**src/rtl/pc_sequencer.sv**
```systemverilog
// Run-control and next-PC sequencer for ProgCtr: start, hold, jump, call and return,
// with a small return-address stack and run/done/error status.
module pc_sequencer #(
    parameter int A = 10,
    parameter int D = 4
) (
    input  logic         Clk,
    input  logic         Rst_n,
    input  logic         Go,
    input  logic         Halt,
    input  logic         Stall,
    input  logic         BrTaken,
    input  logic         Call,
    input  logic         Ret,
    input  logic [A-1:0] BrTarget,
    input  logic [A-1:0] PC,
    output logic         PcStart,
    output logic         PcBranch,
    output logic [A-1:0] PcTarget,
    output logic         Running,
    output logic         Done,
    output logic         StackErr
);

    // state | meaning
    // IDLE  | hold ProgCtr at 0 (Start), wait for Go
    // RUN   | program executing, next PC chosen by priority
    // DONE  | halted, PC frozen at halt address until Go
    // ERR   | stack over/underflow, PC frozen until Go
    typedef enum logic [1:0] {IDLE, RUN, DONE, ERR} state_t;

    localparam int SPW = $clog2(D + 1);
    localparam int IW  = (D > 1) ? $clog2(D) : 1;

    state_t         state, state_nxt;
    logic [SPW-1:0] sp, sp_nxt;
    logic           push;
    logic [A-1:0]   stk [D];
    logic [A-1:0]   pc_inc;
    logic [SPW-1:0] sp_dec;

    assign pc_inc = PC + A'(1);
    assign sp_dec = sp - SPW'(1);

    always_ff @(posedge Clk or negedge Rst_n) begin
        if (!Rst_n) begin
            state <= IDLE;
            sp    <= '0;
        end else begin
            state <= state_nxt;
            sp    <= sp_nxt;
        end
    end

    // Stack contents are deliberately not reset; only sp qualifies them.
    always_ff @(posedge Clk) begin
        if (push)
            stk[sp[IW-1:0]] <= pc_inc;
    end

    always_comb begin
        state_nxt = state;
        sp_nxt    = sp;
        push      = 1'b0;
        PcStart   = 1'b0;
        PcBranch  = 1'b0;
        PcTarget  = '0;
        case (state)
            IDLE: begin
                PcStart = 1'b1;
                if (Go) begin
                    state_nxt = RUN;
                    sp_nxt    = '0;
                end
            end
            RUN: begin
                if (Halt) begin
                    PcBranch  = 1'b1;
                    PcTarget  = PC;
                    state_nxt = DONE;
                end else if (Stall) begin
                    PcBranch = 1'b1;
                    PcTarget = PC;
                end else if (Ret) begin
                    PcBranch = 1'b1;
                    if (sp == '0) begin
                        PcTarget  = PC;
                        state_nxt = ERR;
                    end else begin
                        PcTarget = stk[sp_dec[IW-1:0]];
                        sp_nxt   = sp_dec;
                    end
                end else if (Call) begin
                    PcBranch = 1'b1;
                    if (sp == SPW'(D)) begin
                        PcTarget  = PC;
                        state_nxt = ERR;
                    end else begin
                        PcTarget = BrTarget;
                        push     = 1'b1;
                        sp_nxt   = sp + SPW'(1);
                    end
                end else if (BrTaken) begin
                    PcBranch = 1'b1;
                    PcTarget = BrTarget;
                end
            end
            DONE, ERR: begin
                if (Go) begin
                    PcStart   = 1'b1;
                    state_nxt = RUN;
                    sp_nxt    = '0;
                end else begin
                    PcBranch = 1'b1;
                    PcTarget = PC;
                end
            end
            default: state_nxt = IDLE;
        endcase
    end

    assign Running  = (state == RUN);
    assign Done     = (state == DONE);
    assign StackErr = (state == ERR);

endmodule

```
**config.mk**
```make
export PLATFORM = sky130hd
export DESIGN_NAME = pc_sequencer
export DESIGN_NICKNAME = d
export VERILOG_FILES = /design/src/rtl/pc_sequencer.sv
export SDC_FILE = /design/constraint.sdc
export NUM_CORES = 1
export LEC_CHECK = 0
export ABC_AREA = 1
export BUFFER_PORTS_ARGS = -buffer_cell sky130_fd_sc_hd__buf_2
export CORE_MARGIN = 2
export CORE_UTILIZATION = 53
export CTS_BUF_LIST = sky130_fd_sc_hd__clkbuf_4
export DETAILED_ROUTE_END_ITERATION = 6
export PLACE_DENSITY = 0.88
export SETUP_SLACK_MARGIN = 0.1
export SLEW_MARGIN = 30
export SYNTH_ARGS = -nofsm -noshare
export SYNTH_HDL_FRONTEND = slang
export SYNTH_SLANG_ARGS = --single-unit
```
**constraint.sdc**
```tcl
create_clock -name Clk -period 2.1 [get_ports Clk]
set_input_delay 0.315 -clock Clk [delete_from_list [all_inputs] [get_ports Clk]]
set_output_delay 0.315 -clock Clk [all_outputs]
set_load 0.02 [all_outputs]
```
==> flow_metrics.py, run 1 <==
metrics = {
    "status": {
        "outcome": "finished with violations",
        "violations": "setup timing",
    },
    "floorplan": {
        "ioPinCount": 43,
        "dieWidth_um": 75.25,
        "start_util_pct": 55.84,
        "coreArea_um2": 4817,
        "die_area_um2": 5662,
        "rows": 25,
        "die_h_um": 75.25,
    },
    "cts": {
        "root_buffer": "clkbuf_4",
        "h-tree-depth": 2,
        "clock_path_buffers": 2,
        "clk-insertion-delay-late_ns": 0.37,
        "cts_tree": "yes",
        "path_clk_slew_ns": 0.15,
        "clock_sinks": 45,
        "cts_made_buffers": 5,
    },
    "timing": {
        "period_needed_ns": 2.319,
        "grt_setup_unrepaired": "true",
        "fin_crit_sh_pct": 110.4,
        "fin_skew_ns": 0.01733,
        "finalSetupTns_ns": -1.460,
        "max_clock_freq_ghz": 0.4312,
        "setup_viol": 10,
        "hold_ws_ns": 0.2583,
        "tightest_slew_ns": 0.5609,
        "hold_viol_final": 0,
        "relSlewSlack_pct": 62.47,
        "finalMaxSlewViolations": 0,
        "layout_setup_ws_ns": -0.2190,
    },
    "detailed_routing": {
        "drt_pre_antenna_iters": 6,
        "vias": 2477,
        "drt-initial-drc-count": 250,
        "finalWirelength_um": 7213,
        "wl_per_cell_um": 15.19,
        "routed_via_density": 5.215,
        "ant_nets": 0,
        "drc": 0,
    },
    "logic_synthesis": {
        "synth_area_leaders": "edfxtp_1, nand2_1, inv_1, nand3_1, dfrtp_1",
        "seq_area_frac_synth_pct": 49.30,
        "yosysTopAreaCellShare_pct": 44.65,
        "netlist_area_um2": 2690,
        "yosys_register_bits": 45,
        "synth_top_cell_by_area": "edfxtp_1",
        "synth_area_per_cell_um2": 7.752,
        "syn_nets": 381,
        "netlist-cell-type-count": 27,
        "synthCells": 347,
        "synth_warnings": 0,
    },
    "place": {
        "dpl.cell_count": 455,
        "portBuffers": 42,
        "dp_slack_ns": 0.1536,
        "place_congestion": 0.8228,
        "dp_hpwl_um": 4214,
    },
    "worst_setup_path": {
        "crit_fanout": 5,
        "max_stage_delay_ns": 0.42,
        "critical_path.cell_chain": "inv_2, ha_4, inv_4, nor2_4, nand2_4, nand3_2, nand2_1, nand2_1, nand2_1, nand2_1, buf_6",
        "crit_type": "reg -> out",
        "cp-end-kind": "primary output",
        "critical_path.slowest_cell": "dfrtp_1",
        "crit_family": "simple AND/OR/NAND/NOR gates",
        "worstPathArrival_ns": 2.00,
        "required_ns": 1.78,
        "cp_num_buf_inv": 3,
        "start_kind": "flip-flop",
        "path_common_cell": "nand2_1",
    },
    "pwr": {
        "irDropWorstVdd_uv": 651.9,
        "p_leak_nw": 1.703,
        "pwr_density_cell_nw_per_um2": 1196,
    },
    "cells_and_area": {
        "synthToLayoutAreaGrowth_pct": 26.51,
        "layout_commonest_cell": "nand2_1",
        "nets": 441,
        "regArea_um2": 1326,
        "diodes": 0,
        "multi_input_area_um2": 1214,
        "fill_cells": 371,
        "drive_gt1_share_pct": 24.75,
        "finalNonFillerCells": 475,
        "final_cell_mix": "nand2_1, inv_1, edfxtp_1, buf_2, nand3_1",
    },
    "global_routing": {
        "antenna_found_initial": 0,
        "first_global_vias": 2155,
        "grt_usage_pct": 22.48,
        "grt_max_degree": 25,
        "grt_overflow": 0,
        "grt_pass1_wl_um": 9563,
    },
    "job": {
        "maxCapViolCount": 0,
    },
    "worst_hold_path": {
        "hold_class": "in -> async",
    },
}
==> timing repair <==
item,in CTS,in global routing
endpoints found under the setup margin,10,11
setup buffers,1,6
pin swaps,0,19
endpoints found under the hold margin,5,0
resized for setup,23,31
cloned,0,4
hold buffers,1,0
==> layer usage <==
| layer | track usage (%) | up-vias | routed length [µm] |
|---|---|---|---|
| li1 | - | 1201 | - |
| met1 | 28.56 | 1133 | 2686 |
| met2 | 39.47 | 115 | 3807 |
| met3 | 4.552 | 28 | 487 |
| met4 | 5.653 | 0 | 231 |
| met5 | 0 | - | 0 |
==> per-stage QoR <==
stage / util [%] / power (mW) / cell area (µm²)
detailed placement: 62.29 / 2.755 / 3000
floorplan: - / 2.311 / 2690
global placement: 62.29 / 2.714 / 3000
CTS: 66.31 / 3.502 / 3194
global route: 70.65 / 4.313 / 3403
finish: 70.65 / 4.070 / 3403
==> synthesized netlist by cell type <==
cell type,number
nand2_1,146
inv_1,55
edfxtp_1,40
nand3_1,34
nor2_1,14
buf_2,8
xor2_1,8
ha_1,6
dfrtp_1,5
o21ai_1,4
inv_2,3
nor2_2,3
xnor2_1,3
buf_4,2
nand2_2,2
nand4_1,2
o21ai_2,2
a21boi_1,1
a41oi_1,1
clkbuf_1,1
clkinv_1,1
nand3_2,1
nor3_1,1
nor3_2,1
o211ai_1,1
o21ai_0,1
or2_0,1
==> logic make-up after synthesis <==
group | synth area share [%]
adder cells (fa/ha/maj) | 2.791
AND/OR/NAND/NOR | 31.44
XOR/XNOR | 3.582
buffers and inverters | 10.42
AO/OA/AOI/OAI | 2.465
flip-flops | 49.30
==> path summary, 6_finish.rpt <==
path,from,endpoint,slack (ns),depth (start not counted)
min in group Clk,Halt,state[0],0.26,3
max in group asynchronous,Rst_n,sp[0],1.71,2
hold reg to reg,state[0],state[0],0.57,2
hold / removal,Rst_n,sp[1],0.26,2
setup reg to reg,state[1],stk[2][2],0.34,6
setup / recovery,sp[1],PcTarget[3],-0.22,11
==> cell type report <==
class                      instances  area share (%)
multi-input combinational        235           35.66
inverter                          59           6.801
clock inverter                     3           1.471
sequential                        45           38.97
tap                               67           2.463
clock buffer                       5           1.103
timing repair buffer              61           13.53
==> flip-flops by register name, summed over array words and instances (netlist names) <==
register  cells
state         2
sp            3
stk          40
==> power by group <==
| part | leakage, nW | internal, mW | total, mW | switching [mW] |
|---|---|---|---|---|
| Combinational | 1.23 | 0.999 | 2.42 | 1.43 |
| Clock | 0.0473 | 0.261 | 0.569 | 0.308 |
| Sequential | 0.421 | 1.03 | 1.08 | 0.0432 |
| Total | 1.70 | 2.29 | 4.07 | 1.78 |
(Power assumes the default switching activity.)
==> run 2: changes to the inputs <==
--- a/config.mk
+++ b/config.mk
@@ -5,10 +5,10 @@
 export SDC_FILE = /design/constraint.sdc
 export NUM_CORES = 1
 export LEC_CHECK = 0
-export ABC_AREA = 1
+export ABC_AREA = 0
 export BUFFER_PORTS_ARGS = -buffer_cell sky130_fd_sc_hd__buf_2
 export CORE_MARGIN = 2
-export CORE_UTILIZATION = 53
+export CORE_UTILIZATION = 52
 export CTS_BUF_LIST = sky130_fd_sc_hd__clkbuf_4
 export DETAILED_ROUTE_END_ITERATION = 6
 export PLACE_DENSITY = 0.88
==> run 2 against run 1 <==
The flow still finishes with violations (setup timing). Sequential share of layout area is 3.5 points higher. Final cell count is 36% lower. Via count is 26% lower. Worst setup slack worse by 0.056 ns. Fmax is 2.3% lower. Sequential power hardly changed. Core utilization is 1.0 points higher. Synthesized area is 12% lower. Worst hold slack worse by 0.11 ns. Critical path depth is 3 lower. Largest cell class unchanged.
==> flow_metrics.py, run 2 <==
metrics = {
    "timing": {
        "fin_crit_sh_pct": 113.1,
        "tightest_slew_ns": 0.4457,
        "grt_setup_unrepaired": "true",
        "finalSetupTns_ns": -2.293,
        "period_needed_ns": 2.375,
        "relSlewSlack_pct": 70.21,
        "hold_viol_final": 0,
        "hold_ws_ns": 0.1507,
        "max_clock_freq_ghz": 0.4211,
        "fin_skew_ns": 0.01825,
        "finalMaxSlewViolations": 0,
        "layout_setup_ws_ns": -0.2748,
        "setup_viol": 10,
    },
    "worst_setup_path": {
        "critical_path.slowest_cell": "dfrtp_1",
        "crit_fanout": 8,
        "crit_type": "reg -> out",
        "crit_family": "flip-flops",
        "max_stage_delay_ns": 0.39,
        "cp_num_buf_inv": 3,
        "r2r_slack_ns": 0.23,
        "worstPathArrival_ns": 2.06,
        "start_kind": "flip-flop",
        "reg2reg_depth": 6,
        "required_ns": 1.78,
        "r2r-end": "stk[0][4]",
        "worstReg2RegStart": "state[1]",
        "cp-end-kind": "primary output",
        "critical_path.cell_chain": "inv_2, ha_4, buf_12, mux2i_1, nor3_1, a211oi_1, o2bb2ai_2, buf_6",
    },
    "cts": {
        "clock_path_buffers": 2,
        "clock_sinks": 45,
        "h-tree-depth": 2,
        "cts_made_buffers": 5,
        "cts_tree": "yes",
        "root_buffer": "clkbuf_4",
        "path_clk_slew_ns": 0.13,
        "clk-insertion-delay-late_ns": 0.37,
    },
    "cells_and_area": {
        "multi_input_area_um2": 1134,
        "layout_commonest_cell": "edfxtp_1",
        "fill_cells": 300,
        "finalNonFillerCells": 304,
        "diodes": 0,
        "regArea_um2": 1326,
        "largest_reg_flops": 40,
        "synthToLayoutAreaGrowth_pct": 32.17,
        "final_cell_mix": "edfxtp_1, buf_2, mux2i_1, nor3_1, buf_4",
        "drive_gt1_share_pct": 40.48,
        "nets": 285,
    },
    "worst_hold_path": {
        "hold_start": "Halt",
        "hold_class": "in -> reg",
        "hold_end": "state[0]",
        "min_path_cells": 2,
    },
    "logic_synthesis": {
        "synthCells": 187,
        "synth_common_cells": "edfxtp_1, mux2i_1, nor3_1",
        "ys.flop_type": "edfxtp_1",
        "synth_top_cell_by_area": "edfxtp_1",
        "seq_area_frac_synth_pct": 56.17,
        "netlist_area_um2": 2361,
        "synthArstFlopShare_pct": 11.11,
        "yosys_register_bits": 45,
        "synth_edf_count": 40,
        "synthMostInstantiatedCell": "edfxtp_1",
        "netlist-cell-type-count": 37,
        "yosysTopAreaCellShare_pct": 50.87,
        "syn_nets": 221,
        "synth_warnings": 0,
        "synth_area_leaders": "edfxtp_1, mux2i_1, dfrtp_1, nor3_1, o2bb2ai_1",
        "synth_area_per_cell_um2": 12.63,
    },
    "detailed_routing": {
        "wl_per_cell_um": 19.12,
        "ant_nets": 0,
        "vias": 1825,
        "drt_pre_antenna_iters": 4,
        "finalWirelength_um": 5811,
        "drt-initial-drc-count": 174,
        "drc": 0,
        "routed_via_density": 6.003,
    },
    "global_routing": {
        "grt_pass1_wl_um": 8866,
        "antenna_found_initial": 0,
        "grt_usage_pct": 23.22,
        "grt_max_degree": 21,
        "grt_overflow": 0,
        "first_global_vias": 1728,
    },
    "job": {
        "maxCapViolCount": 0,
    },
    "place": {
        "portBuffers": 42,
        "dpl.cell_count": 289,
        "dp_hpwl_um": 3822,
        "place_congestion": 0.7822,
    },
    "pwr": {
        "p_leak_nw": 1.155,
        "pwr_density_cell_nw_per_um2": 1209,
        "irDropWorstVdd_uv": 696.4,
    },
    "floorplan": {
        "ioPinCount": 43,
        "coreArea_um2": 4354,
        "rows": 24,
        "start_util_pct": 54.22,
        "dieWidth_um": 71.38,
        "die_area_um2": 5095,
        "die_h_um": 71.38,
    },
    "status": {
        "violations": "setup timing",
        "outcome": "finished with violations",
    },
}
## run 2: cell types whose count changed in the layout (fill, tap and decap cells not counted), sizes merged, moves of 12 or more
cell	previous run	this run
nand2	148	8
inv	59	5
nand3	36	4
mux2i	0	22
nor3	2	21
nor2	18	6
## run 2: metrics by stage
stage / util [%] / power [mW] / cell area (µm²) / setup WS, ns
after CTS: 70.40 / 3.675 / 3065 / -0.2595
after detailed placement: 65.14 / 2.950 / 2836 / -0.03547
final: 71.67 / 3.771 / 3120 / -0.2748
after global placement: 65.14 / 2.913 / 2836 / 0.06563
after global routing: 71.67 / 3.957 / 3120 / -0.3300
after floorplan: - / 2.371 / 2446 / 0.1164
## run 2: layout make-up
type / instances / share of cell area (%)
Inverter: 5 / 0.6014
Clock buffer: 5 / 1.203
Tap cell: 52 / 2.085
Multi-Input combinational cell: 129 / 36.33
Timing Repair Buffer: 65 / 16.72
Sequential cell: 45 / 42.50
Clock inverter: 3 / 0.5613
## run 2: timing repair
item	CTS	global route
buffers inserted	3	1
setup endpoints to repair	10	10
resized for setup	30	11
gates cloned	2	0
pin swaps	19	14
hold endpoints to repair	5	0
hold buffers	1	0
## run 2: cell families after synthesis
| family | after synthesis | share of synthesized area, % |
|---|---|---|
| simple gates | 61 | 13.73 |
| buf+inv | 13 | 2.650 |
| flops | 45 | 56.17 |
| xor+xnor | 9 | 3.339 |
| compound gates | 31 | 11.61 |
| fa+ha+maj | 6 | 3.180 |
| mux | 22 | 9.327 |
## run 2: layer usage
| layer | track usage, % | wire length (µm) | vias to the layer above |
|---|---|---|---|
| met3 | 4.923 | 366 | 5 |
| met2 | 37.14 | 3005 | 79 |
| met1 | 31.54 | 2378 | 890 |
| li1 | - | - | 851 |
| met5 | 0 | 0 | - |
| met4 | 8.386 | 61 | 0 |
## run 2: worst max-delay path by stage
stage	start	endpoint	slack, ns	cells after the start
after global routing	sp[1]	PcTarget[3]	-0.33	8
final	sp[0]	PcTarget[4]	-0.27	8
after CTS	sp[1]	PcTarget[6]	-0.26	8
after global placement	sp[0]	PcTarget[9]	0.07	8
after detailed placement	sp[1]	PcTarget[7]	-0.04	8
after floorplan	sp[0]	PcTarget[3]	0.12	8
## run 2: power breakdown
part / switching (mW) / internal, mW / total [mW]
clock network: 0.277 / 0.127 / 0.404
registers: 0.0422 / 1.03 / 1.07
logic: 1.17 / 1.13 / 2.30
total: 1.49 / 2.29 / 3.77
